[config.mk]
export PLATFORM = sky130hd
export DESIGN_NAME = rle_frame_sequencer
export DESIGN_NICKNAME = d
export VERILOG_FILES = /design/src/rtl/rle_frame_sequencer.sv
export SDC_FILE = /design/constraint.sdc
export NUM_CORES = 1
export LEC_CHECK = 0
export CAP_MARGIN = 20
export CORE_ASPECT_RATIO = 1.75
export CORE_MARGIN = 1.5
export CORE_UTILIZATION = 57
export CTS_CLUSTER_DIAMETER = 50
export DETAILED_ROUTE_END_ITERATION = 7
export PLACE_DENSITY = 0.85
export SLEW_MARGIN = 25
export SYNTH_ARGS = -nofsm -noshare
export SYNTH_HDL_FRONTEND = slang
export SYNTH_SLANG_ARGS = --single-unit
export TNS_END_PERCENT = 30
[constraint.sdc]
create_clock -name clk_i -period 5.8 [get_ports clk_i]
set_clock_uncertainty 0.05 [all_clocks]
set_input_delay 0.87 -clock clk_i [delete_from_list [all_inputs] [get_ports clk_i]]
set_output_delay 0.87 -clock clk_i [all_outputs]
set_load 0.02 [all_outputs]
[src/rtl/rle_frame_sequencer.sv]
// rle_frame_sequencer
// Frame-level front end for rle_decode. Accepts packed RLE tokens, forwards
// one run per token through a one-entry output register, clamps the final run
// so exactly the latched frame size is issued, and counts decoded pixels to
// detect frame completion.
//
// Handshake contract (token_* and rle_*): a transfer happens on any cycle where
// valid && ready. valid never depends on ready, and the payload stays stable
// while valid && !ready.
module rle_frame_sequencer #(
    parameter int data_width_p  = 2,
    parameter int bus_width_p   = 8,
    parameter int count_width_p = bus_width_p - data_width_p,
    parameter int frame_width_p = 17
) (
    input  logic                     clk_i,
    input  logic                     reset_i,
    input  logic                     start_i,
    input  logic                     abort_i,
    input  logic [frame_width_p-1:0] frame_pixels_i,
    input  logic [bus_width_p-1:0]   token_i,
    input  logic                     token_valid_i,
    output logic                     token_ready_o,
    output logic [data_width_p-1:0]  rle_value_o,
    output logic [count_width_p-1:0] rle_count_o,
    output logic                     rle_valid_o,
    input  logic                     rle_ready_i,
    input  logic                     pix_fire_i,
    output logic                     busy_o,
    output logic                     done_o,
    output logic                     error_o,
    output logic [frame_width_p-1:0] pix_count_o
);

    typedef enum logic [1:0] {
        ST_IDLE  = 2'd0,
        ST_RUN   = 2'd1,
        ST_DRAIN = 2'd2,
        ST_DONE  = 2'd3
    } state_e;

    state_e                   state_q, state_d;
    logic [frame_width_p-1:0] remaining_q, remaining_d;
    logic [frame_width_p-1:0] frame_size_q, frame_size_d;
    logic [frame_width_p-1:0] pix_count_q, pix_count_d;
    logic                     error_q, error_d;
    logic                     rle_valid_q, rle_valid_d;
    logic [data_width_p-1:0]  rle_value_q, rle_value_d;
    logic [count_width_p-1:0] rle_count_q, rle_count_d;

    logic [count_width_p-1:0] tok_count;
    logic [data_width_p-1:0]  tok_value;
    logic [frame_width_p-1:0] tok_count_ext;
    logic [frame_width_p-1:0] issued;
    logic                     overrun;
    logic                     token_ready;
    logic                     tok_fire;
    logic                     tok_load;
    logic                     rle_fire;
    logic                     start_accept;
    logic                     pix_active;

    // Token layout: value in the MSBs, run length in the LSBs.
    assign tok_count     = token_i[count_width_p-1:0];
    assign tok_value     = token_i[bus_width_p-1 -: data_width_p];
    assign tok_count_ext = {{(frame_width_p-count_width_p){1'b0}}, tok_count};

    // The last run of a frame is clamped to whatever is left to issue.
    assign issued  = (tok_count_ext < remaining_q) ? tok_count_ext : remaining_q;
    assign overrun = (tok_count_ext > remaining_q);

    // Accept a token only while pixels remain and the output slot is free or draining now.
    assign token_ready  = (state_q == ST_RUN) && (remaining_q != '0) &&
                          (!rle_valid_q || rle_ready_i);
    assign tok_fire     = token_valid_i && token_ready;
    // A zero-length token is consumed but produces nothing; abort discards any token taken this cycle.
    assign tok_load     = tok_fire && (tok_count != '0) && !abort_i;
    assign rle_fire     = rle_valid_q && rle_ready_i;
    assign start_accept = (state_q == ST_IDLE) && start_i && !abort_i;
    assign pix_active   = ((state_q == ST_RUN) || (state_q == ST_DRAIN)) && !abort_i;

    // Next-state logic for the frame FSM; abort overrides every transition.
    always_comb begin
        state_d = state_q;
        case (state_q)
            ST_IDLE: begin
                if (start_i) begin
                    state_d = (frame_pixels_i != '0) ? ST_RUN : ST_DONE;
                end
            end
            ST_RUN: begin
                if (remaining_q == '0) begin
                    state_d = ST_DRAIN;
                end
            end
            ST_DRAIN: begin
                if (!rle_valid_q && (pix_count_q == frame_size_q)) begin
                    state_d = ST_DONE;
                end
            end
            ST_DONE: begin
                state_d = ST_IDLE;
            end
            default: begin
                state_d = ST_IDLE;
            end
        endcase
        if (abort_i) begin
            state_d = ST_IDLE;
        end
    end

    // Datapath next values: frame latch, remaining budget, output register, pixel counter, error flag.
    always_comb begin
        remaining_d  = remaining_q;
        frame_size_d = frame_size_q;
        pix_count_d  = pix_count_q;
        error_d      = error_q;
        rle_valid_d  = rle_valid_q;
        rle_value_d  = rle_value_q;
        rle_count_d  = rle_count_q;

        if (start_accept) begin
            remaining_d  = frame_pixels_i;
            frame_size_d = frame_pixels_i;
            pix_count_d  = '0;
            error_d      = 1'b0;
        end

        if (rle_fire) begin
            rle_valid_d = 1'b0;
        end

        // Loading wins over the accept above so back-to-back runs have no bubble.
        if (tok_load) begin
            remaining_d = remaining_q - issued;
            rle_valid_d = 1'b1;
            rle_value_d = tok_value;
            rle_count_d = issued[count_width_p-1:0];
            if (overrun) begin
                error_d = 1'b1;
            end
        end

        // Pixel counter saturates at the frame size; an extra pixel is an error.
        if (pix_active && pix_fire_i) begin
            if (pix_count_q == frame_size_q) begin
                error_d = 1'b1;
            end else begin
                pix_count_d = pix_count_q + frame_width_p'(1);
            end
        end

        if (abort_i) begin
            rle_valid_d = 1'b0;
        end
    end

    // State and datapath registers with synchronous reset.
    always_ff @(posedge clk_i) begin
        if (reset_i) begin
            state_q      <= ST_IDLE;
            remaining_q  <= '0;
            frame_size_q <= '0;
            pix_count_q  <= '0;
            error_q      <= 1'b0;
            rle_valid_q  <= 1'b0;
            rle_value_q  <= '0;
            rle_count_q  <= '0;
        end else begin
            state_q      <= state_d;
            remaining_q  <= remaining_d;
            frame_size_q <= frame_size_d;
            pix_count_q  <= pix_count_d;
            error_q      <= error_d;
            rle_valid_q  <= rle_valid_d;
            rle_value_q  <= rle_value_d;
            rle_count_q  <= rle_count_d;
        end
    end

    assign token_ready_o = token_ready;
    assign rle_value_o   = rle_value_q;
    assign rle_count_o   = rle_count_q;
    assign rle_valid_o   = rle_valid_q;
    assign busy_o        = (state_q != ST_IDLE);
    assign done_o        = (state_q == ST_DONE);
    assign error_o       = error_q;
    assign pix_count_o   = pix_count_q;

endmodule
==> run_results.csv <==
group,metric,value,unit
sta,fin_crit_sh,0.761,
cells_and_area,syn_to_final_growth,24.3,%
placed_design,dp.cells,551,
floorplanning,die_w,62.6,µm
placed_design,gp_congestion,0.915,
detailed_routing,remaining_drc_errors,0,
detailed_routing,num_vias,3482,
sta,rsz0062_at_grt,"false",
clock_tree,numCtsBuffers,9,
logic_synthesis,synth_cell_types,53,
global_routing,grt_max_degree,46,
logic_synthesis,synthAdderAreaFrac,0.0691,
floorplanning,ios,62,
worst_hold_path,hp-class,"reg2reg",
logic_synthesis,ys_ff_latch,63,
clock_tree,h-tree-depth,3,
setup_path,cp.arrival,4.58,ns
floorplanning,rows,37,
detailed_routing,routed-wl-met3,436,µm
setup_path,worstSetupEndpointType,"flip-flop",
placed_design,place.detailed.hpwl,7070,µm
cells_and_area,fillers,477,
sta,finalSetupTns,0,ns
power,p_per_area,270,nW/µm²
floorplanning,die_area,6730,µm²
logic_synthesis,synth_top_flop_cell,"dfxtp_1",
run_status,status,"finished, final reports clean",
run,maxCapViolations,0,
setup_path,critical_path.startpoint_type,"input port",
global_routing,gr-usage-all-layers,0.294,
sta,setup_violations,0,
detailed_routing,drt-met1-wl,3600,µm
cells_and_area,multiInputGateArea,2120,µm²
logic_synthesis,yosys.area_share.simple,0.230,
logic_synthesis,synthXorXnorAreaFrac,0.0716,
cells_and_area,stdcell_count,567,
setup_path,crit_path_max_fanout,7,
detailed_routing,dr_wl_met2,5090,µm
detailed_routing,top_layer,"met4",
logic_synthesis,synthCells,429,
detailed_routing,wire_per_inst,17.0,µm
sta,max_freq,227,MHz
floorplanning,initial_core_util,0.599,
floorplanning,core_area,5930,µm²
clock_tree,post-cts-setup-buffers,0,
logic_synthesis,synth_enable_flop_cells,0,
clock_tree,cts_hold_buf,0,
logic_synthesis,synth_compound_area_frac,0.203,
logic_synthesis,ys_seq_area_frac,0.355,
clock_tree,clock_latency,0.34,ns
logic_synthesis,synth_top_family_by_area,"simple AND/OR/NAND/NOR gates",
clock_tree,cts.clk_slew.worst_paths,0.08,ns
detailed_routing,first_iter_violations,266,
logic_synthesis,syn_area_per_cell,8.27,µm²
sta,relSlewSlack,0.455,
detailed_routing,vias_per_cell,6.14,
logic_synthesis,syn_area,3550,µm²
clock_tree,cts.path.max_buffers,2,
cells_and_area,fin_nets,535,
detailed_routing,routed_wirelength,9630,µm
floorplanning,die_h,107,µm
detailed_routing,ant_nets,0,
power,leakagePower,0.00170,µW
global_routing,grt_pass1_vias,3427,
power,ir_worst_vdd,0.000176,V
setup_path,crit_type,"in2reg",
placed_design,portBuffers,61,
clock_tree,cts_resized,0,
sta,finalHoldViolCount,0,
logic_synthesis,postSynth.asyncResetShare,0,
logic_synthesis,synth_nets,480,
clock_tree,cts_tree,"done",
global_routing,grt_pass1_wl,15600,µm
clock_tree,clock-sinks,63,
logic_synthesis,synth_mux_area_frac,0.0197,
cells_and_area,drive_above_1_share,0.0613,
setup_path,required,5.97,ns
global_routing,antenna_found_initial,0,
cells_and_area,antenna_cells,0,
sta,final_max_slew_viol_count,0,
sta,fin_crit,4.41,ns
sta,worst_slew_pin_slew,0.810,ns
cells_and_area,seq_area,1260,µm²
detailed_routing,drt_pass1_iterations,5,
clock_tree,root_buffer,"clkbuf_8",
logic_synthesis,yosys_warnings,0,
global_routing,grt_overflow,0,
[path summary, 6_finish.rpt]
check                        from         endpoint  slack, ns  cells after the start
setup reg to reg  remaining_q[12]  remaining_q[14]       1.63                     12
hold reg to reg   frame_size_q[1]  frame_size_q[1]       0.42                      2
setup / recovery       token_i[3]  remaining_q[14]       1.39                     15
hold / removal    frame_size_q[1]  frame_size_q[1]       0.42                      2
[metrics by stage]
| stage | total power [µW] | setup WS [ns] | hold WS, ns | area [µm²] | util |
|---|---|---|---|---|---|
| 2_1_floorplan | 669 | 2.09 | 0.395 | 3550 | - |
| 3_3_place_gp | 741 | 1.37 | 0.396 | 4170 | 0.704 |
| 3_5_place_dp | 752 | 1.20 | 0.408 | 4180 | 0.705 |
| 4_1_cts | 1190 | 1.44 | 0.419 | 4410 | 0.744 |
| 5_1_grt | 1240 | 1.15 | 0.437 | 4410 | 0.744 |
| 6_report | 1190 | 1.39 | 0.418 | 4410 | 0.744 |
[worst max-delay path: stages]
cell	delay (ns)
clkdlybuf4s50_1	0.45
ha_1	0.34
a21o_1	0.19
a21oi_1	0.15
o21a_1	0.14
o31a_1	0.37
mux2i_1	0.34
inv_1	0.11
fa_1	0.45
nor2b_1	0.13
o21ai_0	0.14
a21o_1	0.24
and3_2	0.24
and3_1	0.19
nor4_1	0.24
[synth_stat cells, types with 2 or more instances]
| cell | n | share of area |
|---|---|---|
| a211oi_1 | 12 | 0.025 |
| a21o_1 | 3 | 0.0063 |
| a21oi_1 | 44 | 0.062 |
| a22oi_1 | 6 | 0.013 |
| a311oi_1 | 3 | 0.0074 |
| a31oi_1 | 4 | 0.0071 |
| and3_1 | 8 | 0.014 |
| and4_1 | 3 | 0.0074 |
| buf_2 | 5 | 0.0071 |
| clkbuf_1 | 12 | 0.013 |
| clkbuf_8 | 3 | 0.012 |
| dfxtp_1 | 63 | 0.36 |
| ha_1 | 18 | 0.063 |
| inv_1 | 18 | 0.019 |
| mux2i_1 | 7 | 0.020 |
| nand2_1 | 53 | 0.056 |
| nand2b_1 | 3 | 0.0053 |
| nand3_1 | 9 | 0.013 |
| nand4_1 | 4 | 0.0071 |
| nor2_1 | 29 | 0.031 |
| nor2b_1 | 4 | 0.0071 |
| nor3_1 | 5 | 0.0071 |
| nor3b_1 | 2 | 0.0042 |
| nor4_1 | 14 | 0.025 |
| o2111ai_1 | 2 | 0.0049 |
| o211ai_1 | 12 | 0.025 |
| o21a_1 | 4 | 0.0085 |
| o21ai_0 | 16 | 0.023 |
| o31ai_1 | 2 | 0.0042 |
| or3_1 | 7 | 0.012 |
| or4_1 | 5 | 0.011 |
| xnor2_1 | 6 | 0.015 |
| xor2_1 | 23 | 0.057 |
[layer usage]
layer,up-vias,track usage
li1,1659,-
met1,1628,0.296
met2,148,0.560
met3,47,0.0397
met4,0,0.184
met5,-,0
[registers in the layout, indices dropped and copies added (netlist names)]
register,count
rle_value_o,2
state_q,2
error_o,1
remaining_q,17
rle_valid_o,1
pix_count_o,17
frame_size_q,17
rle_count_o,6
[where the power goes]
group	switching [µW]	total, µW	internal, µW	leakage [µW]
combinational	162	279	117	0.00108
clock	184	439	256	0.000109
sequential	19.2	471	452	0.000512
total	365	1190	824	0.00170
[cells in the final DEF (no fill, tap or decap), types with 4 or more instances in the layout]
cell type,n
dfxtp_1,63
clkdlybuf4s50_1,61
nand2_1,53
a21oi_1,44
nor2_1,29
xor2_1,23
inv_1,18
ha_1,18
o21ai_0,16
nor4_1,14
o211ai_1,12
a211oi_1,12
clkbuf_8,10
nand3_1,9
and3_1,8
mux2i_1,7
or3_1,7
xnor2_1,6
a22oi_1,6
nor3_1,5
or4_1,5
o21a_1,4
nand4_1,4
nor2b_1,4
a31oi_1,4
[cell families (layout without fill, tap and decap cells)]
| logic type | after synthesis | after routing |
|---|---|---|
| compound gates | 115 | 115 |
| xor+xnor | 29 | 29 |
| fa+ha+maj | 19 | 19 |
| buf+inv | 38 | 98 |
| flops | 63 | 63 |
| mux | 7 | 7 |
| simple gates | 158 | 158 |
[cell type report]
| class | instances | area share |
|---|---|---|
| Clock inverter | 6 | 0.0210 |
| Inverter | 18 | 0.0153 |
| Multi-Input combinational cell | 328 | 0.481 |
| Tap cell | 78 | 0.0221 |
| Timing Repair Buffer | 64 | 0.144 |
| Clock buffer | 10 | 0.0312 |
| Sequential cell | 63 | 0.286 |
No activity file was read; power rests on OpenSTA's default activity.
